**src/rtl/fwd_hazard_unit.sv**
```systemverilog
// EX-stage operand forwarding and load-use hazard unit.
// Forward-select codes are registered one cycle ahead; operand data is muxed from live MEM/WB results.
module fwd_hazard_unit #(
  parameter int unsigned DATA_W      = 32,
  parameter int unsigned REG_AW      = 4,
  parameter int unsigned NUM_SRC     = 2,
  parameter int unsigned LOAD_LAT    = 1,
  parameter int unsigned ZERO_REG_EN = 1,
  parameter int unsigned CNT_W       = 16
) (
  input  logic                        clk,
  input  logic                        rst_n,
  input  logic                        id_valid,
  input  logic [NUM_SRC*REG_AW-1:0]   id_rs,
  input  logic [REG_AW-1:0]           ex_reg_dst,
  input  logic                        ex_wr,
  input  logic                        ex_is_load,
  input  logic [REG_AW-1:0]           mem_reg_dst,
  input  logic                        mem_wr,
  input  logic [DATA_W-1:0]           mem_reg_data,
  input  logic [DATA_W-1:0]           wb_reg_data,
  input  logic                        cnt_clr,
  output logic [NUM_SRC*DATA_W-1:0]   fwd_data,
  output logic [NUM_SRC-1:0]          fwd_sel,
  output logic                        stall,
  output logic [CNT_W-1:0]            stall_cnt
);

  localparam int unsigned LAT_W = (LOAD_LAT > 0) ? $clog2(LOAD_LAT + 1) : 1;
  localparam logic [LAT_W-1:0] LAT_INIT = LAT_W'(LOAD_LAT - 1);
  localparam logic [LAT_W-1:0] LAT_ONE  = LAT_W'(1);
  localparam logic [CNT_W-1:0] CNT_MAX  = '1;

  localparam logic [1:0] CODE_NONE = 2'd0;
  localparam logic [1:0] CODE_MEM  = 2'd1;
  localparam logic [1:0] CODE_WB   = 2'd2;

  localparam logic [0:0] ST_IDLE  = 1'b0;
  localparam logic [0:0] ST_STALL = 1'b1;

  logic [NUM_SRC-1:0] src_valid;
  logic [NUM_SRC-1:0] ex_match;
  logic [NUM_SRC-1:0] mem_match;
  logic               load_hz;

  logic [0:0]         state_q, state_d;
  logic [LAT_W-1:0]   lat_q, lat_d;
  logic               stall_c;
  logic [CNT_W-1:0]   cnt_q;

  // Per-source match and registered forward code; the youngest producer (EX) wins.
  for (genvar g = 0; g < NUM_SRC; g++) begin : g_src
    logic [REG_AW-1:0] rs;
    logic [1:0]        code_q;

    assign rs           = id_rs[g*REG_AW +: REG_AW];
    assign src_valid[g] = id_valid & ((ZERO_REG_EN == 0) | (rs != '0));
    assign ex_match[g]  = src_valid[g] & ex_wr  & (ex_reg_dst  == rs);
    assign mem_match[g] = src_valid[g] & mem_wr & (mem_reg_dst == rs);

    always_ff @(posedge clk or negedge rst_n) begin
      if (!rst_n) begin
        code_q <= CODE_NONE;
      end else if (ex_match[g]) begin
        code_q <= CODE_MEM;
      end else if (mem_match[g]) begin
        code_q <= CODE_WB;
      end else begin
        code_q <= CODE_NONE;
      end
    end

    assign fwd_sel[g] = (code_q != CODE_NONE);
    assign fwd_data[g*DATA_W +: DATA_W] = (code_q == CODE_MEM) ? mem_reg_data :
                                          (code_q == CODE_WB)  ? wb_reg_data  : '0;
  end

  assign load_hz = (LOAD_LAT != 0) & ex_is_load & ex_wr & (|ex_match);

  always_ff @(posedge clk or negedge rst_n) begin
    if (!rst_n) begin
      state_q <= ST_IDLE;
      lat_q   <= '0;
    end else begin
      state_q <= state_d;
      lat_q   <= lat_d;
    end
  end

  // Stall sequencer: the detecting cycle is the first stall cycle, STALL covers the rest.
  always_comb begin
    state_d = state_q;
    lat_d   = lat_q;
    stall_c = 1'b0;
    case (state_q)
      ST_IDLE: begin
        stall_c = load_hz;
        if (load_hz && (LOAD_LAT > 1)) begin
          state_d = ST_STALL;
          lat_d   = LAT_INIT;
        end
      end
      ST_STALL: begin
        stall_c = 1'b1;
        lat_d   = lat_q - LAT_ONE;
        if (lat_q == LAT_ONE) begin
          state_d = ST_IDLE;
        end
      end
      default: begin
        state_d = ST_IDLE;
        lat_d   = '0;
      end
    endcase
  end

  assign stall = stall_c & rst_n;

  // Saturating stall-cycle counter; clear beats increment.
  always_ff @(posedge clk or negedge rst_n) begin
    if (!rst_n) begin
      cnt_q <= '0;
    end else if (cnt_clr) begin
      cnt_q <= '0;
    end else if (stall_c && (cnt_q != CNT_MAX)) begin
      cnt_q <= cnt_q + CNT_W'(1);
    end
  end

  assign stall_cnt = cnt_q;

endmodule

```
**config.mk**
```make
export PLATFORM = sky130hd
export DESIGN_NAME = fwd_hazard_unit
export DESIGN_NICKNAME = d
export VERILOG_FILES = /design/src/rtl/fwd_hazard_unit.sv
export SDC_FILE = /design/constraint.sdc
export NUM_CORES = 1
export LEC_CHECK = 0
export ABC_AREA = 1
export CAP_MARGIN = 20
export CORE_MARGIN = 2
export CORE_UTILIZATION = 32
export CTS_BUF_LIST = sky130_fd_sc_hd__clkbuf_8
export CTS_CLUSTER_SIZE = 14
export DETAILED_ROUTE_END_ITERATION = 8
export PLACE_DENSITY = 0.79
export SETUP_SLACK_MARGIN = 0.02
export SLEW_MARGIN = 25
export SYNTH_ARGS = -nofsm -noshare
export SYNTH_HDL_FRONTEND = slang
export SYNTH_SLANG_ARGS = --single-unit
```
**constraint.sdc**
```tcl
create_clock -name clk -period 1.6 [get_ports clk]
set_input_delay 0.24 -clock clk [delete_from_list [all_inputs] [get_ports clk]]
set_output_delay 0.24 -clock clk [all_outputs]
set_load 0.005 [all_outputs]
```
# Word-level counts from Yosys, hierarchy flattened
# Index checks and enable logic that the tools add are counted.
totals:
  in_bits: 87
  ff_bits: 22
  output_inout_bits: 83
  elab_cells: 50
op_classes:
  n_reduce_logical: 7
  eq_ne: 9
  add_sub_neg: 2
  mux: 13
  n_bitwise: 14
ops:
  columns: ["operator", "n"]
  rows:
  - ["two-way mux 32 bit", 4]
  - ["two-way mux 16 bit", 2]
  - ["adder 16 x 1 -> 16 bit (second input constant)", 1]
  - ["equality test 4 bit", 4]
  - ["inequality test 16 bit (second input constant)", 1]
  - ["bitwise AND 1 bit", 13]
  - ["two-way mux 2 bit", 4]
  - ["nonzero test 4 bit", 2]
  - ["nonzero test 2 bit", 3]
  - ["equality test 2 x 1 -> 1 bit (second input constant)", 2]
  - ["equality test 2 bit (second input constant)", 2]
  - ["two-way mux 1 bit", 2]
  - ["case mux 1 bit (2 select lines)", 1]
  - ["OR reduction 2 bit", 1]
  - ["logical AND 1 bit", 1]
  - ["NOT 1 bit", 1]
  - ["subtractor 1 bit (second input constant)", 1]

# Longest topological paths before layout
# Gate-level depths: netlist (run 1).
depth:
  word_depth: 10
  ltp_mapped: 13
  mapped_depth_nobuf: 12

# Worst setup path after synthesis (run 1)
# No wires, ideal clock.
synth_timing:
  path_type: "register to register"
  from: "register cnt_q[0], in the netlist stall_cnt[0]"
  to: "register cnt_q[10], in the netlist stall_cnt[10]"
  slack_ns: -0.018
  path_buffers: 1
  arrival_time_ns: 1.500
  setup_time_ns: 0.118
  path_stages_with_launch: 10
  period_less_slack_ns: 1.618
  required_ns: 1.482
  cell_sequence: "dfrtp_1 ha_1 nand2_1 nor2_4 nand3_2 nor2_4 nand3_4 buf_2 nand4_1 nand2_1"
synth_between:
  elab_chain_cells: 3
  word_cells_on_any_way: 6
  classes_between: "add/sub: 1; eq/ne: 1; mux: 2; reduce/logical: 2"
synth_rtl:
  columns: ["element", "line", "rtl"]
  rows:
  - ["from (decl)", "49", "logic [CNT_W-1:0] cnt_q;"]
  - ["from (signal assigned)", "126", "cnt_q <= cnt_q + CNT_W'(1);"]
  - ["adder 16 x 1 -> 16 bit or inequality test 16 bit (tied branches)", "126, 125", null]
  - ["two-way mux 16 bit or logical AND 1 bit (tied branches)", "125", "end else if (stall_c && (cnt_q != CNT_MAX)) begin"]
  - ["two-way mux 16 bit or nonzero test 2 bit (tied branches)", null, null]
# Several ways; a longest one is shown, not always the timed one. The select of a mux whose other input is x is not followed.
# A chain may end at the register's enable or synchronous reset.

# Final worst setup path (run 1)
layout_timing:
  from: "register cnt_q[0], in the netlist stall_cnt[0]"
  to: "register cnt_q[6], in the netlist stall_cnt[6]"
# The elaborated chain is that of the path after synthesis.

==> run summary, run 1 <==
Yosys printed 0 warnings. The leakage power was 2.695 nW. In this run the cell area of the synthesized design comes to 2281 sq um. In the synthesized netlist, the number of instances is 373.

Internal power comes to 1.211 mW. During I/O placement, the number of pins put on the boundary was 170. The fraction of synthesized cell area taken by the top area cell type was 0.2414. The tools report the final-report hold violation count as 0.

In this run the deepest clock path goes through 2 buffers. The routed wirelength normalized by instance count is 16.97 microns. Sum of negative setup slack: -17.92 ps.

Synthesis-stage register bit count: 22. The floorplan has 30 rows. Fill cells in the final layout number 508. The final clock skew came out at 15.58 ps. Cell type of the slowest stage on the worst timing path: sky130_fd_sc_hd__dfrtp_1. The category of the worst setup path capture point was a register. IR analysis of the VDD net gives a maximum drop of 0.3778 mV. Relative contribution of combinational cells to total power: 0.348.

TritonCTS built the clock tree. The net switching fraction of the power was 0.2760; the global-route wire length before repair was 15,720 microns. The detailed router finished its first iteration with 141 violations. At the end of routability-driven placement, the weighted congestion stood at 0.8919. Measured along the x axis, the die boundary spans 88.43 microns. For the pin with the worst max-slew slack, the measured transition is 332.3 ps. For the die footprint, the log shows 7819 sq um.

Data on the critical path is required at its endpoint by 1770 ps. Buffers placed on the I/O ports in this run total 169. The synthesized design contains 0 enable-type register cells. The worst slew margin relative to its limit is 0.7784. The cell family with the largest share of critical-path delay is simple AND/OR/NAND/NOR gates.

The run gives -12.73 ps as the least setup slack across all paths after layout. The routed layout has 3,514 vias. The number of H-tree levels came out at 1. The global-route total usage across every layer was 0.2538. In the post-synthesis netlist, the biggest area contributors are sky130_fd_sc_hd__dfrtp_1 (24%), sky130_fd_sc_hd__o22ai_1 (18%), sky130_fd_sc_hd__inv_1 (17%), sky130_fd_sc_hd__nand2_1 (10%), sky130_fd_sc_hd__nand3_1 (5.7%). At the placement stage, the worst setup path has a slack of -604.5 ps.

The net count of the mapped netlist was 461; the number of clock sinks seen by CTS was 22. The element type at the critical path start was a register. In the synthesized netlist the dominant register cell turns out to be sky130_fd_sc_hd__dfrtp_1. In this run the worst path has a maximum fanout of 6. Among all cell types in the netlist, the one instantiated most often is sky130_fd_sc_hd__inv_1. The fraction of layout instances using a drive strength above 1 came out at 0.3585.

The post-detailed-routing wire length was 11,570 microns. The power share of the sequential group is 0.334. The checks that failed: negative setup slack.

The average instance in the mapped netlist occupies 6.115 sq um. sky130_fd_sc_hd__dfrtp_1 takes more of the synthesized area than any other cell. The final layout contains 672 nets. Setup repair after global routing could not meet its margin everywhere. Using the TritonRoute via totals, the vias-per-cell ratio works out to 5.152. The routed design could run at a clock period as short as 1613 ps. Number of distinct library cell variants in the gate-level netlist after synthesis: 29.

The setup violation total in the final timing report came out at 2. For the core region area, the log shows 6832 sq um. The flow ran to the end, but the final reports show violations. The count of nets left with antenna violations once routing finished came out at 0.

Clock root buffer master: sky130_fd_sc_hd__clkbuf_8. Total power divided by cell area: 336.4 nW/um^2. The logs give 3,223 for the number of global-route vias before repair and 270 ps for the insertion delay of the later-clocked pin in the worst-skew pair. The run gives 0.4617 mW as the switching component of the power. Across the run, the number of max-cap violations was 0. The area growth from synthesis to layout is 118.0%, and the floorplan die height is 88.43 microns. The wire-length estimate of the detail-placed layout is 7528 microns. The delay of the slowest cell on the worst path is 360 ps, and the number of buffers and inverters on the critical path is 1. Ranked by instance count, the synthesized netlist is headed by sky130_fd_sc_hd__inv_1 (103), sky130_fd_sc_hd__o22ai_1 (66), sky130_fd_sc_hd__nand2_1 (63), sky130_fd_sc_hd__nand3_1 (26), sky130_fd_sc_hd__dfrtp_1 (22).

The number of clock buffers added by TritonCTS is 3. The tools report the residual DRC count as 0. The tools report the first-pass detailed-route iteration total as 4. For this run, the top clock speed supported by timing is 620.1 MHz. For this design, the CTS-stage hold fixing added 0 buffers. The proportion of power drawn by the clock network is 0.317.

Walking the worst path, the cells encountered are ha_2, nand2_2, nor2_4, nand3_4, nor2_4, nand3_4, buf_6, nand4_1, nand2_1. Entering global routing, the biggest net connects 32 pins. The tools report the initial standard-cell utilization of the core as 0.3339. The proportion of register bits with asynchronous set or reset after synthesis was 1.000.

Worst hold-check path type: input port to register. Global routing finished with a remaining overflow of 0. The count of pins over their slew limit was 0; the number of antenna violations at the first check in global routing was 3.

The final period utilization is 1.008, and the endpoint arrival time on the critical path is 1790 ps. The tools report the sequential share of the synthesized area as 0.2414. The critical path in this run is classified as register to register.

The clock input transition at the sequential cells of the worst setup and hold paths came out at 100 ps. In this run the register-to-register setup slack is -10 ps.
## per-stage QoR
step,total power [mW],instance area (sq um),hold slack (ps),instances,util
4_1_cts,1.596,4368,415.5,670,0.6394
3_3_place_gp,1.062,4359,433.7,659,0.6381
6_report,1.673,4974,379.4,682,0.7280
2_1_floorplan,0.7219,2290,-55.59,373,-
5_1_grt,1.747,4974,407.8,682,0.7280
3_5_place_dp,1.072,4359,447.4,659,0.6381
## worst paths after layout
path	from	depth (start not counted)	to
max in group asynchronous	rst_n	2	g_src[0].code_q[1]
worst min register to register	lat_q	1	state_q
worst min-delay path	id_valid	4	g_src[1].code_q[1]
worst max-delay path	stall_cnt[0]	9	stall_cnt[6]
worst max register to register	stall_cnt[0]	9	stall_cnt[6]
min in group asynchronous	rst_n	2	stall_cnt[12]
## worst register-to-register path, delay by kind of cell, from the launching register on
kind | cells | cell delay [ps]
flops | 1 | 360
buf+inv | 1 | 180
simple gates | 7 | 800
fa+ha+maj | 1 | 190
## cells in the final DEF, fill, tap and decap left out, types with 9 or more instances in the layout
master                            count
sky130_fd_sc_hd__inv_1               98
sky130_fd_sc_hd__clkdlybuf4s50_1     88
sky130_fd_sc_hd__buf_2               64
sky130_fd_sc_hd__nand2_1             58
sky130_fd_sc_hd__o22ai_2             53
sky130_fd_sc_hd__buf_4               33
sky130_fd_sc_hd__nand3_1             26
sky130_fd_sc_hd__dfrtp_1             19
sky130_fd_sc_hd__nor2_1              18
sky130_fd_sc_hd__nand4_1             17
sky130_fd_sc_hd__xor2_1               9
## flip-flops by register name (all words and copies together), names as in the netlist
name          cells
g_src.code_q      4
lat_q             1
stall_cnt        16
state_q           1
## kinds of logic after synthesis
kind of cell             after synthesis  synth area share
AO/OA/AOI/OAI                         76            0.2095
XOR/XNOR                              13           0.04992
adder cells (fa/ha/maj)                1          0.005485
buffers and inverters                121            0.2041
flip-flops                            22            0.2414
AND/OR/NAND/NOR                      140            0.2896
## final cells by class
cell class              instances  area [sq um]  share of cell area
flip-flops and latches         22         554.3              0.1114
diodes                          3         7.507            0.001509
well taps                      96         120.1             0.02415
inverters                     103         386.6             0.07774
multi-input cells             230          1782              0.3582
clock buffers                   3         41.29            0.008302
clock inverters                 1         30.03            0.006038
repair buffers                224          2052              0.4126
## power by group through the flow
stage               logic [mW]  clock network (mW)  registers, mW
CTS                      0.500               0.537          0.559
finish                   0.583               0.531          0.559
detailed placement       0.503                   0          0.569
floorplan                0.152                   0          0.570
global route             0.623               0.565          0.559
global placement         0.493                   0          0.569
## what timing repair did
action | CTS | global route
gates resized for setup | 297 | 89
setup endpoints to repair | 83 | 71
setup buffers | 2 | 4
cloned | 5 | 5
pin swaps | 0 | 32
## layer usage
metal	global-route usage	wire length [microns]
met3	0.03918	785
met2	0.4621	6013
met5	0	0
met1	0.2942	4438
met4	0.1074	334
(Power assumes the default switching activity.)
==> inputs of run 2 (changes only) <==
- CORE_UTILIZATION: 32 -> 35
- PLACE_DENSITY: 0.79 -> 0.82
- clock period: 1.6 -> 1.5 ns (I/O delays scaled with it)
==> run 2 against run 1 <==
Net effect: first-iteration DRC count up 14%; critical endpoint is now fwd_data[53]; clock skew shrank 6.7 ps; the flow still finishes with violations (negative setup slack); non-clock buffer count rose by 19; sequential share of layout area decreased by 0.21 points; setup slack worse by 120 ps; hold slack lost 34 ps; clock power decreased by 30%; register-to-register slack got worse by 40 ps; largest power group unchanged; sequential power is 6.8% higher; core utilization up 7.7 points; global-route usage is 2.0 points higher.
==> run summary, run 2 (synthesis results as in run 1) <==
The slew at the pin closest to its max-slew limit was 311.9 ps (was 332.3 ps). The reported max-cap violation count came out at 0 (unchanged). Clock input transition at the sequential cells of the worst setup and hold paths: 70 ps (was 100 ps). For the global-route total usage across every layer, the log shows 0.2737 (was 0.2538).

The final design instance area without fill was 5080 sq um (was 4974 sq um). The worst-path maximum fanout came out at 8 (was 6). The endpoint arrival time on the critical path is 1400 ps (was 1790 ps). The element type at the critical path start is a register (unchanged).

The tools report the clock root buffer master as sky130_fd_sc_hd__clkbuf_8 (unchanged). TritonCTS built the clock tree. Number of vias per cell: 5.438 (was 5.152). The fraction of layout instances using a drive strength above 1 works out to 0.4110 (was 0.3585).

Most frequent cells in the layout: sky130_fd_sc_hd__inv_1 (96), sky130_fd_sc_hd__clkdlybuf4s50_1 (78), sky130_fd_sc_hd__buf_2 (65) (was sky130_fd_sc_hd__inv_1 (98), sky130_fd_sc_hd__clkdlybuf4s50_1 (88), sky130_fd_sc_hd__buf_2 (64)). The floorplan row count came out at 29 (was 30). The number of standard cells in the layout, taps in and fillers out is 678 (was 682). The count of pins over their slew limit is 0 (unchanged), and the final period utilization is 1.086.

The sum of negative setup slack was -2102 ps (was -17.92 ps). The run gives 7178 sq um (was 7819 sq um) as the die footprint. The start-to-end type of the worst setup path was register to output port (was register to register).

Area growth from synthesis to layout: 122.7% (was 118.0%). The count of pins on the block boundary is 170 (unchanged). The clock buffer count from CTS is 3 (unchanged), and the minimum clock period is 1628 ps.

The tools report the first-pass detailed-route iteration total as 4 (unchanged). The iteration-0 DRC count of the detailed router is 161 (was 141), and the number of placed cells counting well taps is 644 (was 659). The number of clock sinks seen by CTS came out at 22 (unchanged).

The logs give 0.5093 mV (was 0.3778 mV) for the peak ir drop on the vdd network and 6314 sq um (was 6832 sq um) for the core region area. The number of antenna repair diodes was 0 (was 3); the number of antenna violations at the first check in global routing was 0 (was 3). The run gives 3,433 (was 3,223) as the number of global-route vias before repair. The fraction of met1 tracks used by global routing is 0.3218 (was 0.2942), and the maximum clock insertion buffer count is 2 (unchanged).

The total number of vias is 3,687 (was 3,514), and the maximum number of pins on one net before global-route repair is 33 (was 32). Setup repair after global routing could not meet its margin everywhere. The number of buffer cells added on primary ports came out at 169 (unchanged). The insertion delay of the later-clocked pin in the worst-skew pair is 260 ps (was 270 ps), and the global placer's final weighted congestion is 0.9256 (was 0.8919). The logs give 12,480 microns (was 11,570 microns) for the post-detailed-routing wire length and 7360 microns (was 7528 microns) for the HPWL after detailed placement.

The number of nets in the layout came out at 691 (was 672). Floorplan die height: 84.73 microns (was 88.43 microns). The residual DRC count is 0 (unchanged). Initial standard-cell utilization of the core: 0.3613 (was 0.3339). The run gives 0 (unchanged) as the count of antenna-violating nets left after detailed routing. The logs give 1 (unchanged) for the number of H-tree levels and 2.870 nW (was 2.695 nW) for the leakage power.

The total overflow reported by the global router was 0 (unchanged). The flip-flop count of the largest register, all copies and words added was 16 (unchanged). Category of the worst setup path capture point: an output port (was a register). The fill cell total of the finished layout was 408 (was 508); the post-layout utilization of the core was 0.8046 (was 0.7280).

Final clock skew: 8.930 ps (was 15.58 ps). The total power divided by cell area was 315.8 nW/um^2 (was 336.4 nW/um^2). The run gives 1270 ps (was 1770 ps) as the worst path required time.

The tools report the placed cell area as 4355 sq um (was 4359 sq um). Violations in the final reports: negative setup slack (unchanged). The global-route wire length before repair is 16,190 microns (was 15,720 microns). Setup violation total in the final timing report: 66 (was 2). The run finished, with violations left. The most common cell after layout, fill and taps aside was sky130_fd_sc_hd__inv_1 (unchanged). The met3 usage was 0.04130 (was 0.03918). The chip width is 84.73 microns (was 88.43 microns).

The worst hold-check path type is input port to register (unchanged). The busiest layer in global routing was met2 (unchanged). The tools report the maximum clock frequency as 614.1 MHz. The global-route track usage on met2 is 0.5004 (was 0.4621).

The least setup slack across all paths after layout was -128.5 ps (was -12.73 ps). The routed wirelength normalized by instance count was 18.41 microns (was 16.97 microns). The final-report hold violation count was 0 (unchanged); the quantity of hold-fixing buffers added after cts was 0 (unchanged). The worst slew margin relative to its limit came out at 0.7920 (was 0.7784).
[run 2: critical path, stage by stage, from the launching register on]
cell                        delay, ps
sky130_fd_sc_hd__dfrtp_1          390
sky130_fd_sc_hd__inv_2             80
sky130_fd_sc_hd__nand2_4          100
sky130_fd_sc_hd__clkbuf_16        200
sky130_fd_sc_hd__o22ai_2          200
sky130_fd_sc_hd__buf_2            180
[run 2: report_power, final]
group | total [mW] | switching [mW] | internal [mW]
Clock | 0.372 | 0.192 | 0.179
Combinational | 0.636 | 0.297 | 0.339
Sequential | 0.597 | 0.00205 | 0.595
Total | 1.60 | 0.491 | 1.11
[run 2: timing repair]
| action | 4_1_cts | 5_1_grt |
|---|---|---|
| cloned | 2 | 11 |
| pin swaps | 33 | 13 |
| setup buffers | 11 | 7 |
| resized for setup | 329 | 108 |
| hold endpoints to repair | 0 | 0 |
| endpoints found under the setup margin | 95 | 91 |
[run 2: final timing paths]
kind / from / end / slack [ps] / cells past startpoint
hold / removal: id_rs[2] / g_src[0].code_q[1] / 340 / 4
setup / recovery: g_src[1].code_q[0] / fwd_data[53] / -130 / 5
max in group asynchronous: rst_n / stall_cnt[10] / 870 / 2
hold reg to reg: lat_q / state_q / 480 / 1
setup reg to reg: stall_cnt[0] / stall_cnt[6] / -50 / 9
min in group asynchronous: rst_n / stall_cnt[3] / 370 / 2
[run 2: area by class of cell]
cell class                 count  area, sq um  area share
clock buffer                   3        41.29    0.008128
inverter                     103        386.6     0.07611
multi-input combinational    230         1849      0.3640
sequential                    22        555.5      0.1094
tap                           77        96.34     0.01897
timing repair buffer         243         2151      0.4234
[run 2: through the flow]
step | setup slack, ps | power (mW) | hold WS (ps)
after global routing | -197.3 | 1.674 | 355.2
after detailed placement | -661.2 | 1.136 | 443.6
final | -128.5 | 1.604 | 344.9
after global placement | -672.5 | 1.129 | 440.1
after CTS | -104.1 | 1.500 | 388.7
after floorplan | -51.29 | 0.7700 | -70.59
[run 2: layer usage]
| metal | wire, microns | share of wire |
|---|---|---|
| met1 | 4659 | 0.37 |
| met2 | 6419 | 0.51 |
| met5 | 0 | 0 |
| met4 | 536 | 0.043 |
| met3 | 863 | 0.069 |
